### config.mk
export PLATFORM = sky130hd
export DESIGN_NAME = noc_linreg_master
export DESIGN_NICKNAME = d
export VERILOG_FILES = /design/src/rtl/noc_linreg_master.sv
export SDC_FILE = /design/constraint.sdc
export NUM_CORES = 1
export LEC_CHECK = 0
export ABC_AREA = 1
export BUFFER_PORTS_ARGS = -buffer_cell sky130_fd_sc_hd__buf_2
export CAP_MARGIN = 20
export CORE_MARGIN = 2
export CORE_UTILIZATION = 57
export CTS_BUF_LIST = sky130_fd_sc_hd__clkbuf_4 sky130_fd_sc_hd__clkbuf_8 sky130_fd_sc_hd__clkbuf_16
export DETAILED_ROUTE_END_ITERATION = 7
export GPL_ROUTABILITY_DRIVEN = 0
export GPL_TIMING_DRIVEN = 0
export PLACE_DENSITY = 0.78
export SLEW_MARGIN = 20
export SYNTH_ARGS = -nofsm -noshare
export SYNTH_HDL_FRONTEND = slang
export SYNTH_SLANG_ARGS = --single-unit
### constraint.sdc
create_clock -name CLK -period 3.15 [get_ports CLK]
set_clock_uncertainty 0.05 [all_clocks]
set_input_delay 0.63 -clock CLK [delete_from_list [all_inputs] [get_ports CLK]]
set_output_delay 0.63 -clock CLK [all_outputs]
set_load 0.01 [all_outputs]
### src/rtl/noc_linreg_master.sv
// Master endpoint for the linear-regression deviation service: splits one host job
// across NUM_SLAVES engines over a credit-flow-controlled NoC and gathers their results.
module noc_linreg_master #(
  parameter int DATA_W      = 64,
  parameter int DEST_W      = 2,
  parameter int VC_W        = 1,
  parameter int NUM_SLAVES  = 2,
  parameter int SLAVE_W     = 1,
  parameter int SLAVE_BASE  = 2,
  parameter int SEND_VC     = 0,
  parameter int NUM_CREDITS = 4
) (
  input  logic                              CLK,
  input  logic                              RST,
  input  logic                              job_valid,
  output logic                              job_ready,
  input  logic [31:0]                       job_start,
  input  logic [31:0]                       job_end,
  output logic [2+DEST_W+VC_W+DATA_W-1:0]   flit_out,
  input  logic [VC_W:0]                     credit_in,
  input  logic [2+DEST_W+VC_W+DATA_W-1:0]   flit_in,
  output logic [VC_W:0]                     credit_out,
  output logic                              res_valid,
  output logic [SLAVE_W-1:0]                res_slave,
  output logic [3:0]                        res_chunk,
  output logic [31:0]                       res_dev,
  output logic                              done,
  output logic                              err,
  output logic                              busy
);

  localparam int FW     = 2 + DEST_W + VC_W + DATA_W;
  localparam int CRED_W = $clog2(NUM_CREDITS + 1);
  localparam int CNT_W  = SLAVE_W + 2;

  localparam logic [2:0] S_IDLE      = 3'd0;
  localparam logic [2:0] S_SETUP     = 3'd1;
  localparam logic [2:0] S_SEND_HEAD = 3'd2;
  localparam logic [2:0] S_SEND_TAIL = 3'd3;
  localparam logic [2:0] S_COLLECT   = 3'd4;
  localparam logic [2:0] S_DONE      = 3'd5;
  localparam logic [2:0] S_ERR       = 3'd6;

  logic [2:0]         state_q, state_d;
  logic [CRED_W-1:0]  credits_q, credits_d;
  logic [SLAVE_W-1:0] i_q, i_d;
  logic [CNT_W-1:0]   rx_count_q, rx_count_d;
  logic [31:0]        start_q, start_d, end_q, end_d, size_q, size_d, lo_q, lo_d;
  logic [FW-1:0]      flit_q, flit_d;
  logic [VC_W:0]      credit_out_q, credit_out_d;
  logic               res_valid_q, res_valid_d;
  logic [SLAVE_W-1:0] res_slave_q, res_slave_d;
  logic [3:0]         res_chunk_q, res_chunk_d;
  logic [31:0]        res_dev_q, res_dev_d;
  logic               done_q, done_d, err_q, err_d;

  logic               send, credit_inc, last, rx_valid, accept_res;
  logic [31:0]        len, hi;
  logic [DEST_W-1:0]  dest;
  logic [VC_W-1:0]    rx_vc;
  logic [DATA_W-1:0]  rx_data;
  logic               unused_bits;

  assign rx_valid    = flit_in[FW-1];
  assign rx_vc       = flit_in[DATA_W +: VC_W];
  assign rx_data     = flit_in[DATA_W-1:0];
  assign unused_bits = ^{flit_in[FW-2 -: 1+DEST_W], rx_data[DATA_W-SLAVE_W-5:32]};

  assign len        = end_q - start_q + 32'd1;
  assign last       = (i_q == SLAVE_W'(NUM_SLAVES - 1));
  // The last chunk ends at job_end so it absorbs the division remainder.
  assign hi         = last ? end_q : lo_q + size_q - 32'd1;
  assign dest       = DEST_W'(SLAVE_BASE) + DEST_W'(i_q);
  assign credit_inc = credit_in[VC_W] && (credit_in[VC_W-1:0] == VC_W'(SEND_VC));
  assign accept_res = rx_valid && (state_q != S_IDLE) && (state_q != S_ERR);

  always_comb begin
    state_d      = state_q;
    i_d          = i_q;
    start_d      = start_q;
    end_d        = end_q;
    size_d       = size_q;
    lo_d         = lo_q;
    flit_d       = '0;
    done_d       = 1'b0;
    err_d        = 1'b0;
    send         = 1'b0;
    credit_out_d = rx_valid ? {1'b1, rx_vc} : '0;
    res_valid_d  = accept_res;
    res_slave_d  = res_slave_q;
    res_chunk_d  = res_chunk_q;
    res_dev_d    = res_dev_q;
    rx_count_d   = rx_count_q;
    if (accept_res) begin
      res_slave_d = rx_data[DATA_W-1 -: SLAVE_W];
      res_chunk_d = rx_data[DATA_W-1-SLAVE_W -: 4];
      res_dev_d   = rx_data[31:0];
      rx_count_d  = rx_count_q + CNT_W'(1);
    end

    case (state_q)
      S_IDLE: begin
        rx_count_d = '0;
        if (job_valid) begin
          start_d = job_start;
          end_d   = job_end;
          state_d = S_SETUP;
        end
      end
      S_SETUP: begin
        size_d = len >> SLAVE_W;
        lo_d   = start_q;
        i_d    = '0;
        if (end_q < start_q || len < 32'(NUM_SLAVES)) begin
          err_d   = 1'b1;
          state_d = S_ERR;
        end else begin
          state_d = S_SEND_HEAD;
        end
      end
      S_SEND_HEAD: begin
        if (credits_q != '0) begin
          send    = 1'b1;
          flit_d  = {1'b1, 1'b0, dest, VC_W'(SEND_VC), DATA_W'({lo_q, hi})};
          state_d = S_SEND_TAIL;
        end
      end
      S_SEND_TAIL: begin
        if (credits_q != '0) begin
          send   = 1'b1;
          flit_d = {1'b1, 1'b1, dest, VC_W'(SEND_VC), DATA_W'(4'(i_q))};
          if (last) begin
            state_d = S_COLLECT;
          end else begin
            i_d     = i_q + SLAVE_W'(1);
            lo_d    = lo_q + size_q;
            state_d = S_SEND_HEAD;
          end
        end
      end
      S_COLLECT: begin
        if (rx_count_q >= CNT_W'(NUM_SLAVES)) begin
          done_d  = 1'b1;
          state_d = S_DONE;
        end
      end
      S_DONE:  state_d = S_IDLE;
      S_ERR:   state_d = S_IDLE;
      default: state_d = S_IDLE;
    endcase

    // A send and a returned credit in the same cycle cancel; the pool saturates.
    credits_d = credits_q;
    if (send && !credit_inc) begin
      credits_d = credits_q - CRED_W'(1);
    end else if (!send && credit_inc && credits_q < CRED_W'(NUM_CREDITS)) begin
      credits_d = credits_q + CRED_W'(1);
    end
  end

  always_ff @(posedge CLK) begin
    if (RST) begin
      state_q      <= S_IDLE;
      credits_q    <= CRED_W'(NUM_CREDITS);
      i_q          <= '0;
      rx_count_q   <= '0;
      start_q      <= '0;
      end_q        <= '0;
      size_q       <= '0;
      lo_q         <= '0;
      flit_q       <= '0;
      credit_out_q <= '0;
      res_valid_q  <= 1'b0;
      res_slave_q  <= '0;
      res_chunk_q  <= '0;
      res_dev_q    <= '0;
      done_q       <= 1'b0;
      err_q        <= 1'b0;
    end else begin
      state_q      <= state_d;
      credits_q    <= credits_d;
      i_q          <= i_d;
      rx_count_q   <= rx_count_d;
      start_q      <= start_d;
      end_q        <= end_d;
      size_q       <= size_d;
      lo_q         <= lo_d;
      flit_q       <= flit_d;
      credit_out_q <= credit_out_d;
      res_valid_q  <= res_valid_d;
      res_slave_q  <= res_slave_d;
      res_chunk_q  <= res_chunk_d;
      res_dev_q    <= res_dev_d;
      done_q       <= done_d;
      err_q        <= err_d;
    end
  end

  assign job_ready  = (state_q == S_IDLE);
  assign busy       = (state_q != S_IDLE);
  assign flit_out   = flit_q;
  assign credit_out = credit_out_q;
  assign res_valid  = res_valid_q;
  assign res_slave  = res_slave_q;
  assign res_chunk  = res_chunk_q;
  assign res_dev    = res_dev_q;
  assign done       = done_q;
  assign err        = err_q;

endmodule

## Word-level counts from Yosys, hierarchy flattened

Cells that the tools add are included.

| operators by class | value |
|---|---|
| add/sub/neg operators | 9 |
| bitwise gates (word level) | 4 |
| mux-type cells | 24 |
| eq/ne operators | 10 |
| magnitude comparators | 4 |
| reductions and logical operators | 23 |

Operators with widths:

| cell | count |
|---|---|
| $mux 69 | 2 |
| $pmux 69 s2 | 1 |
| $mux 32 | 3 |
| $pmux 32 s2 | 1 |
| $add 32x1->32 const B | 1 |
| $add 32x31->32 | 1 |
| $lt 32x2->1 const B | 1 |
| $lt 32x32->1 | 1 |
| $sub 32x1->32 const B | 1 |
| $sub 32x32->32 | 1 |
| $mux 3 | 8 |
| $pmux 3 s5 | 1 |
| $ne 2x2->1 const B | 5 |
| $reduce_or 2->1 | 5 |
| $add 3x1->3 const B | 2 |
| $eq 3x2->1 const B | 2 |
| $logic_and 1x1->1 | 6 |
| $mux 1 | 6 |
| $reduce_bool 3->1 | 2 |
| $not 1->1 | 4 |
| $reduce_and 2->1 | 2 |
| $reduce_and 4->1 | 1 |
| $reduce_bool 2->1 | 2 |
| $eq 3x1->1 const B | 1 |
| 13 further kinds | 14 |

| word-level totals | value |
|---|---|
| bits in registers | 248 |
| output and inout bits | 113 |
| input port bits | 138 |

## Logic depth before layout (Yosys ltp)

Gate-level depths: netlist of run 1.

| logic depth | value |
|---|---|
| word-level depth | 8 |
| mapped depth | 24 |

## Worst setup path after synthesis of run 1

Ideal clock, no wire load.

| timing path | value |
|---|---|
| path kind | register to register |
| start point | register start_q[1] |
| end point | register state_q[2] |
| slack | 0.427 ns |
| cell stages (with the launch flop) | 23 |
| data arrival time | 2.603 ns |
| clock period less this slack | 2.723 ns |
| cells stage by stage | dfxtp_1 inv_1 ha_1 inv_1 ha_1 inv_1 fa_1 inv_1 nand3_1 nand3_1 nand3_1 nand3_1 xor2_1 nand2_1 nor2_1 nand2_1 nor2_1 nand3_1 nand2_1 nand2_1 nand2_1 nand2_1 a21oi_1 |

| on the way | value |
|---|---|
| cells in the longest elaborated chain, start to end | 6 |
| elaborated cells between the ends (all ways) | 7 |
| those cells by class | add/sub (2); order compare (2); mux (2); reduce/logical (1) |

Ends and longest elaborated chain:

| item | RTL line | text |
|---|---|---|
| start, declared | 48 | `logic [31:0] start_q, start_d, end_q, end_d, size_q, size_d, lo_q, lo_d;` |
| start signal, assigned | 184 | `start_q <= start_d;` |
| $sub 32x32->32 | 69 | `assign len = end_q - start_q + 32'd1;` |
| $add 32x1->32 | 69 |  |
| $lt 32x2->1 | 114 | `if (end_q < start_q \|\| len < 32'(NUM_SLAVES)) begin` |
| $logic_or 1x1->1 * | 114 |  |
| $mux 3 * | 114 |  |
| $pmux 3 s5 * | 101 | `case (state_q)` |
| end signal, assigned | 180 | `state_q <= state_d;` |
| end, declared | 44 | `logic [2:0] state_q, state_d;` |

Mark *: on every way between the ends. The rest lies on a longest branch, timed or not.
A chain may end at the register's enable or synchronous reset.

## Final worst setup path of run 1

| timing path | value |
|---|---|
| start point | register start_q[8] |
| end point | register state_q[2] |

The elaborated chain is that of the path after synthesis.

==> load_flow_metrics.sql, run 1 <==
INSERT INTO impl_metrics (metric_group, metric, value, unit) VALUES
('synth', 'yosysSeqAreaShare', '0.3323', ''),
('timing', 'drv_slew', '0', ''),
('placement', 'place_area', '16330', 'sq um'),
('hold_path', 'hp-class', 'in2reg', ''),
('routing', 'postRouteAntennaNets', '0', ''),
('synth', 'post-synth-top-area-cell', 'sky130_fd_sc_hd__dfxtp_1', ''),
('synth', 'netlist.area_leader.share', '0.3323', ''),
('timing', 'slew-limit-headroom', '0.4616', ''),
('timing', 'timing.final.crit_share', '0.9986', ''),
('critical_path', 'end_kind', 'flop', ''),
('floorplanning', 'initial_utilization', '0.5752', ''),
('finish', 'drive_above_1_share', '0.2157', ''),
('critical_path', 'critical_path_peak_fanout', '4', ''),
('synth', 'netlist_instances', '2217', ''),
('finish', 'antenna_cells_inserted', '0', ''),
('pwr', 'seq_power_share', '0.206', ''),
('synth', 'synth_seq_cells', '246', ''),
('timing', 'timing.final.setup_violations', '0', ''),
('synth', 'synth.yosys.warnings', '0', ''),
('critical_path', 'critPathLaunchType', 'flop', ''),
('clocking', 'tritoncts', 'built', ''),
('synth', 'synth_edf_count', '0', ''),
('pwr', 'netSwitchingFraction', '0.5131', ''),
('synth', 'post_synth_and_or_nand_nor_area_fraction', '0.2666', ''),
('global_route', 'grt_util_all_layers', '0.3609', ''),
('pwr', 'power.leakage', '0.008764', 'uW'),
('routing', 'wire_per_inst', '18.26', 'um'),
('critical_path', 'worst_ep_required_time', '3.57', 'ns'),
('routing', 'drt_first_pass_iters', '8', ''),
('timing', 'fmax', '317.9', 'MHz'),
('global_route', 'grt_start_max_net_pins', '15', ''),
('timing', 'worst_slew_pin_slew', '0.8076', 'ns'),
('pwr', 'p_total', '22090', 'uW'),
('clocking', 'maximum_buffer_depth_of_the_clock_tree', '3', ''),
('pwr', 'power.clock.fraction', '0.159', ''),
('floorplanning', 'top_level_ports', '251', ''),
('global_route', 'first_global_vias', '14840', ''),
('pwr', 'combPwrFrac', '0.636', ''),
('timing', 'final_hold_violation_count', '0', ''),
('outcome', 'status', 'finished clean', ''),
('pwr', 'vdd_drop_max', '623.1', 'uV'),
('routing', 'drt-vias-per-instance', '5.741', ''),
('global_route', 'globalRouteOverflowTotal', '0', ''),
('routing', 'num_vias', '16400', ''),
('finish', 'postLayoutCellArea', '18320', 'sq um'),
('floorplanning', 'std_cell_rows', '59', ''),
('routing', 'drc_errors', '0', ''),
('critical_path', 'depth_of_the_most_critical_reg_to_reg_path', '21', ''),
('synth', 'synthXorXnorAreaFrac', '0.02676', ''),
('clocking', 'cts_root_buf', 'sky130_fd_sc_hd__clkbuf_16', ''),
('job', 'drv.max_cap_violation_count', '0', ''),
('clocking', 'clk_transition_reported_paths', '0.06', 'ns'),
('synth', 'yosys.cell_types.count', '50', ''),
('synth', 'async_reset_ff_frac', '0', ''),
('pwr', 'power_switching', '11340', 'uW'),
('clocking', 'cts_num_sinks', '246', ''),
('placement', 'buffer_ports.inserted', '218', ''),
('timing', 'min_period', '3.146', 'ns'),
('finish', 'layout.nets', '2755', ''),
('clocking', 'clk_latency', '0.56', 'ns'),
('synth', 'average_footprint_of_a_synthesized_cell', '6.684', 'sq um'),
('global_route', 'antenna_found_initial', '1', ''),
('pwr', 'total_power_per_unit_cell_area', '1206', 'nW/um^2'),
('floorplanning', 'coreArea', '25760', 'sq um'),
('synth', 'largest_family_of_logic_cells_by_synthesized_area', 'simple AND/OR/NAND/NOR gates', ''),
('critical_path', 'worst-setup-path-type', 'reg2reg', ''),
('floorplanning', 'die-area', '27300', 'sq um'),
('floorplanning', 'die_height', '165.2', 'um'),
('pwr', 'intPower', '10760', 'uW'),
('routing', 'drt_first_iter_violations', '1844', ''),
('finish', 'flow.area_growth_from_synthesis', '23.65', '%');
[synthesized netlist by cell type (all sizes together) (2+ instances only)]
cell type	n
clkinv	2
inv	323
xnor2	16
xor2	25
and2	5
clkbuf	61
nand3	122
nor3	26
nand4	19
a221oi	6
dfxtp	246
o21bai	8
o2111ai	2
a21oi	248
fa	18
o221ai	2
nand3b	6
ha	96
nand2	568
o211ai	2
a21o	4
or2	2
buf	11
and3	3
a31oi	23
o21a	3
nor2	199
o21ai	163
[logic make-up (layout without fill, tap and decap cells)]
| group | Yosys count | in the layout |
|---|---|---|
| flops | 246 | 246 |
| other cells | 1 | 1 |
| buf+inv | 397 | 702 |
| fa+ha+maj | 114 | 114 |
| compound gates | 466 | 466 |
| xor+xnor | 41 | 41 |
| simple gates | 952 | 952 |
[per-stage QoR]
| stage | instances | worst slack, ns | hold WS [ns] | TNS (ns) | utilization |
|---|---|---|---|---|---|
| after floorplan | 2217 | 0.4266 | 0.3721 | 0 | - |
| after CTS | 2823 | -0.02963 | 0.2525 | -0.02963 | 0.6809 |
| final | 2857 | 0.004339 | 0.2596 | 0 | 0.7112 |
| after detailed placement | 2770 | -0.3084 | 0.3984 | -1.408 | 0.6338 |
| after global routing | 2857 | -0.1641 | 0.2753 | -0.2876 | 0.7112 |
| after global placement | 2770 | -0.1968 | 0.3968 | -0.6513 | 0.6338 |
[final timing paths]
check / start / end / slack [ns]
worst min-delay path: flit_in[64] / credit_out[0]$_SDFF_PP0_ / 0.26
worst min register to register: lo_q[30]$_SDFFE_PP0P_ / flit_out[62]$_SDFF_PP0_ / 0.41
worst max register to register: start_q[8]$_SDFFE_PP0P_ / state_q[2]$_SDFFE_PP0P_ / 0.004
worst max-delay path: start_q[8]$_SDFFE_PP0P_ / state_q[2]$_SDFFE_PP0P_ / 0.004
[worst max-delay path, stage by stage (launching register included)]
cell	delay (ns)
sky130_fd_sc_hd__dfxtp_4	0.39
sky130_fd_sc_hd__inv_2	0.07
sky130_fd_sc_hd__ha_4	0.16
sky130_fd_sc_hd__inv_1	0.06
sky130_fd_sc_hd__fa_2	0.48
sky130_fd_sc_hd__inv_4	0.11
sky130_fd_sc_hd__nand2_2	0.12
sky130_fd_sc_hd__nor2_4	0.17
sky130_fd_sc_hd__nand3_1	0.13
sky130_fd_sc_hd__nand3_2	0.15
sky130_fd_sc_hd__buf_4	0.14
sky130_fd_sc_hd__xor2_2	0.17
sky130_fd_sc_hd__nand2_1	0.07
sky130_fd_sc_hd__nor2_1	0.09
sky130_fd_sc_hd__nand2_1	0.07
sky130_fd_sc_hd__nor2_2	0.10
sky130_fd_sc_hd__nand3_1	0.10
sky130_fd_sc_hd__nand2_2	0.09
sky130_fd_sc_hd__nand2_4	0.09
sky130_fd_sc_hd__nand2_2	0.09
sky130_fd_sc_hd__nand2_1	0.05
sky130_fd_sc_hd__a21oi_2	0.12
[per-layer routing]
layer | global-route usage | share of wire | vias up
li1 | - | - | 7705
met1 | 0.4567 | 0.38 | 7364
met2 | 0.5350 | 0.42 | 1061
met3 | 0.06993 | 0.11 | 270
met4 | 0.2913 | 0.091 | 2
met5 | 0 | 0.00023 | -
[sequential cells by signal (all words and copies together), names as in the netlist]
name and cells:
i_q 1, credits_q 3, state_q 3, start_q 32, done 1, res_slave 1, rx_count_q 3, credit_out 2
lo_q 32, flit_out 67, res_dev 32, err 1, size_q 31, res_chunk 4, res_valid 1, end_q 32
[power groups by stage]
stage	registers (uW)	logic, uW	clock network, uW
floorplan	4340	8190	0
global placement	4510	11000	0
detailed placement	4530	11200	0
CTS	4480	11700	3510
global route	4570	15200	3620
finish	4540	14000	3510
[cell type report]
type,count,area (sq um)
multi-input cells,1574,9074
fillers,2164,7440
flip-flops and latches,246,4949
repair buffers,257,1391
inverters,325,1225
clock buffers,31,718.2
well taps,335,419.2
plain buffers,72,287.8
clock inverters,17,260.3
[cell usage in the layout, fill, tap and decap left out, types with 10 or more instances in the layout]
master / count
sky130_fd_sc_hd__nand2_1: 518
sky130_fd_sc_hd__inv_1: 289
sky130_fd_sc_hd__dfxtp_1: 233
sky130_fd_sc_hd__a21oi_1: 232
sky130_fd_sc_hd__buf_2: 225
sky130_fd_sc_hd__o21ai_0: 157
sky130_fd_sc_hd__nor2_1: 154
sky130_fd_sc_hd__nand3_1: 107
sky130_fd_sc_hd__ha_1: 79
sky130_fd_sc_hd__clkbuf_1: 60
sky130_fd_sc_hd__nand2_2: 42
sky130_fd_sc_hd__buf_4: 39
sky130_fd_sc_hd__inv_2: 32
sky130_fd_sc_hd__nor2_2: 29
sky130_fd_sc_hd__clkbuf_16: 27
sky130_fd_sc_hd__a31oi_1: 23
sky130_fd_sc_hd__nor3_1: 19
sky130_fd_sc_hd__xor2_1: 18
sky130_fd_sc_hd__nor2_4: 16
sky130_fd_sc_hd__nand4_1: 16
sky130_fd_sc_hd__fa_2: 16
sky130_fd_sc_hd__a21oi_2: 15
sky130_fd_sc_hd__xnor2_1: 13
sky130_fd_sc_hd__nand3_2: 11
sky130_fd_sc_hd__ha_2: 11
sky130_fd_sc_hd__dfxtp_2: 10
[repair_timing]
item,in CTS,in global routing
buffers inserted,5,34
pin swaps,8,40
setup endpoints to repair,19,24
hold buffers,0,0
resized for setup,62,166
Note: power is estimated with default switching activity, not from simulation.
==> inputs of run 2 (changes only) <==
--- a/config.mk
+++ b/config.mk
@@ -9,12 +9,12 @@
 export BUFFER_PORTS_ARGS = -buffer_cell sky130_fd_sc_hd__buf_2
 export CAP_MARGIN = 20
 export CORE_MARGIN = 2
-export CORE_UTILIZATION = 57
-export CTS_BUF_LIST = sky130_fd_sc_hd__clkbuf_4 sky130_fd_sc_hd__clkbuf_8 sky130_fd_sc_hd__clkbuf_16
+export CORE_UTILIZATION = 59
+export CTS_BUF_LIST = sky130_fd_sc_hd__clkbuf_8
 export DETAILED_ROUTE_END_ITERATION = 7
 export GPL_ROUTABILITY_DRIVEN = 0
 export GPL_TIMING_DRIVEN = 0
-export PLACE_DENSITY = 0.78
+export PLACE_DENSITY = 0.8
 export SLEW_MARGIN = 20
 export SYNTH_ARGS = -nofsm -noshare
 export SYNTH_HDL_FRONTEND = slang
==> run 2 against run 1 <==
Against the previous run: the run now ends with setup timing left; highest routed layer is now met4; hold slack lost 0.035 ns; die area fell by 3.3%; sequential share of layout area is 0.058 points higher; utilization increased by 2.5 points; global-route usage rose by 0.60 points; critical endpoint unchanged; clock power decreased by 18%; routed wire length down 0.26%; cell count increased by 1.1%; register-to-register slack lost 0.02 ns.
==> load_flow_metrics.sql, run 2 (synthesis gave the netlist of run 1 again) <==
INSERT INTO impl_metrics (metric_group, metric, value, unit) VALUES
('critical_path', 'critPathLaunchType', 'flop', ''),
('floorplanning', 'std_cell_rows', '58', ''),
('pwr', 'power.leakage', '0.008790', 'uW'),
('floorplanning', 'die-area', '26400', 'sq um'),
('pwr', 'power.clock.fraction', '0.133', ''),
('timing', 'final_hold_violation_count', '0', ''),
('job', 'drv.max_cap_violation_count', '0', ''),
('clocking', 'cts_num_sinks', '246', ''),
('clocking', 'clk_latency', '0.59', 'ns'),
('clocking', 'htree_num_levels', '2', ''),
('timing', 'timing.final.crit_share', '1.006', ''),
('finish', 'flow.area_growth_from_synthesis', '23.67', '%'),
('clocking', 'maximum_buffer_depth_of_the_clock_tree', '3', ''),
('clocking', 'cts_inserted_buffers', '41', ''),
('global_route', 'grt_util_all_layers', '0.3669', ''),
('timing', 'timing.final.ws_setup', '-0.01952', 'ns'),
('pwr', 'vdd_drop_max', '547.8', 'uV'),
('pwr', 'power_switching', '11370', 'uW'),
('pwr', 'netSwitchingFraction', '0.5273', ''),
('routing', 'drc_errors', '0', ''),
('routing', 'drt_first_pass_iters', '6', ''),
('global_route', 'first_global_vias', '14830', ''),
('finish', 'largest_register_ffs', '67', ''),
('pwr', 'intPower', '10190', 'uW'),
('pwr', 'combPwrFrac', '0.656', ''),
('floorplanning', 'coreArea', '24890', 'sq um'),
('clocking', 'tritoncts', 'built', ''),
('timing', 'rsz_0062_raised_after_global_routing', 'true', ''),
('critical_path', 'critical_path_peak_fanout', '4', ''),
('critical_path', 'end_kind', 'flop', ''),
('global_route', 'first_pass_grt_wire_length', '75680', 'um'),
('critical_path', 'arrival', '3.61', 'ns'),
('global_route', 'grt_start_max_net_pins', '12', ''),
('outcome', 'violations', 'setup timing', ''),
('global_route', 'globalRouteOverflowTotal', '0', ''),
('timing', 'fmax', '315.5', 'MHz'),
('pwr', 'seq_power_share', '0.211', ''),
('placement', 'post_placement_worst_setup_slack', '-0.2842', 'ns'),
('timing', 'drv_slew', '0', ''),
('floorplanning', 'die_height', '162.5', 'um'),
('clocking', 'cts.hold.buffers_added', '0', ''),
('timing', 'worst_slew_pin_slew', '0.7969', 'ns'),
('routing', 'drt-vias-per-instance', '5.709', ''),
('placement', 'dp_hpwl', '39850', 'um'),
('global_route', 'antenna_found_initial', '1', ''),
('outcome', 'status', 'finished with violations', ''),
('finish', 'postLayoutCellArea', '18330', 'sq um'),
('critical_path', 'worst_ep_required_time', '3.59', 'ns'),
('pwr', 'total_power_per_unit_cell_area', '1177', 'nW/um^2'),
('timing', 'min_period', '3.170', 'ns'),
('floorplanning', 'horizontal_die_dimension', '162.5', 'um'),
('finish', 'drive_above_1_share', '0.2328', ''),
('pwr', 'p_total', '21560', 'uW'),
('routing', 'wire_per_inst', '18.03', 'um'),
('floorplanning', 'top_level_ports', '251', ''),
('timing', 'timing.final.setup_violations', '1', ''),
('routing', 'num_vias', '16480', ''),
('finish', 'layout.nets', '2777', ''),
('finish', 'commonest_cells_after_routing_fill_and_taps_aside', '508 x sky130_fd_sc_hd__nand2_1, 292 x sky130_fd_sc_hd__inv_1, 236 x sky130_fd_sc_hd__a21oi_1', ''),
('finish', 'final_common_cell', 'sky130_fd_sc_hd__nand2_1', ''),
('clocking', 'clk_transition_reported_paths', '0.07', 'ns'),
('floorplanning', 'initial_utilization', '0.5954', ''),
('hold_path', 'hp-class', 'in2reg', ''),
('routing', 'postRouteAntennaNets', '0', ''),
('critical_path', 'worst-setup-path-type', 'reg2reg', ''),
('routing', 'drt-total-wl', '52050', 'um'),
('clocking', 'cts_root_buf', 'sky130_fd_sc_hd__clkbuf_8', ''),
('placement', 'buffer_ports.inserted', '218', ''),
('placement', 'place_area', '16320', 'sq um'),
('routing', 'drt_first_iter_violations', '2213', ''),
('timing', 'slew-limit-headroom', '0.4687', '');
## run 2: changes by cell type in the layout (fill, tap and decap cells not counted), moves of 5 or more
cell	before	now
sky130_fd_sc_hd__buf_4	39	48
sky130_fd_sc_hd__bufinv_16	6	1
sky130_fd_sc_hd__clkbuf_16	27	0
sky130_fd_sc_hd__clkbuf_8	2	47
sky130_fd_sc_hd__clkinv_2	2	12
sky130_fd_sc_hd__dfxtp_1	233	228
sky130_fd_sc_hd__ha_1	79	74
sky130_fd_sc_hd__ha_4	6	14
sky130_fd_sc_hd__inv_2	32	37
sky130_fd_sc_hd__nand2_1	518	508
sky130_fd_sc_hd__nand2_2	42	56
## run 2: final cells by class
cell class,count,area [sq um]
timing repair buffer,265,1456
tap,330,412.9
sequential,246,4960
inverter,325,1225
multi-input combinational,1574,9164
clock buffer,47,646.9
fill,2011,6565
buffer,72,287.8
antenna,1,2.502
clock inverter,27,171.4
## run 2: path summary, 6_finish.rpt
| kind | depth (start not counted) | slack [ns] | to | startpoint |
|---|---|---|---|---|
| worst min-delay path | 2 | 0.22 | credit_out[0]$_SDFF_PP0_ | flit_in[64] |
| worst max-delay path | 21 | -0.02 | state_q[2]$_SDFFE_PP0P_ | start_q[10]$_SDFFE_PP0P_ |
| worst min register to register | 2 | 0.40 | flit_out[45]$_SDFF_PP0_ | lo_q[13]$_SDFFE_PP0P_ |
| worst max register to register | 21 | -0.02 | state_q[2]$_SDFFE_PP0P_ | start_q[10]$_SDFFE_PP0P_ |
## run 2: through the flow
stage               setup TNS [ns]  cells  hold WS (ns)    util
finish                    -0.01952   2887        0.2244  0.7363
floorplan                        0   2217        0.3721       -
detailed placement          -1.896   2765        0.3965  0.6558
CTS                       -0.02139   2840        0.2285  0.6947
global placement           -0.6850   2765        0.3946  0.6558
global route               -0.2740   2886        0.2390  0.7362
## run 2: metal layers
metal	up-vias	part of all wire	global-route usage
met1	7373	0.38	0.4665
met5	-	0	0
met2	1079	0.43	0.5716
li1	7767	-	-
met4	0	0.080	0.2341
met3	264	0.11	0.07257
## run 2: power by group through the flow
stage / Clock [uW] / Combinational [uW] / Sequential [uW]
after floorplan: 0 / 8190 / 4340
after global routing: 3010 / 15300 / 4580
after global placement: 0 / 10900 / 4520
after detailed placement: 0 / 11200 / 4530
after CTS: 2860 / 11600 / 4480
final: 2870 / 14100 / 4550
## run 2: worst max-delay path, cell delays in order (launching register included)
cell and delay (ns):
sky130_fd_sc_hd__dfxtp_4 0.34, sky130_fd_sc_hd__inv_1 0.06, sky130_fd_sc_hd__ha_2 0.20, sky130_fd_sc_hd__fa_2 0.61, sky130_fd_sc_hd__nand2_4 0.08, sky130_fd_sc_hd__inv_2 0.08
sky130_fd_sc_hd__nand2_1 0.10, sky130_fd_sc_hd__nor3_2 0.26, sky130_fd_sc_hd__nand2_2 0.11, sky130_fd_sc_hd__nand2_2 0.09, sky130_fd_sc_hd__nand2_2 0.09, sky130_fd_sc_hd__nand3_2 0.09
sky130_fd_sc_hd__nand2_1 0.06, sky130_fd_sc_hd__nor2_2 0.10, sky130_fd_sc_hd__nand2_1 0.08, sky130_fd_sc_hd__nor2_2 0.14, sky130_fd_sc_hd__nand3_2 0.07, sky130_fd_sc_hd__nand2_2 0.10
sky130_fd_sc_hd__nand2_4 0.08, sky130_fd_sc_hd__nand2_2 0.09, sky130_fd_sc_hd__nand2_2 0.05, sky130_fd_sc_hd__a21oi_2 0.13
## run 2: timing repair
action,CTS,global route
cloned,0,0
setup buffers,1,46
pin swaps,3,88
gates resized for setup,45,208
endpoints found under the setup margin,18,23
hold endpoints to repair,0,0
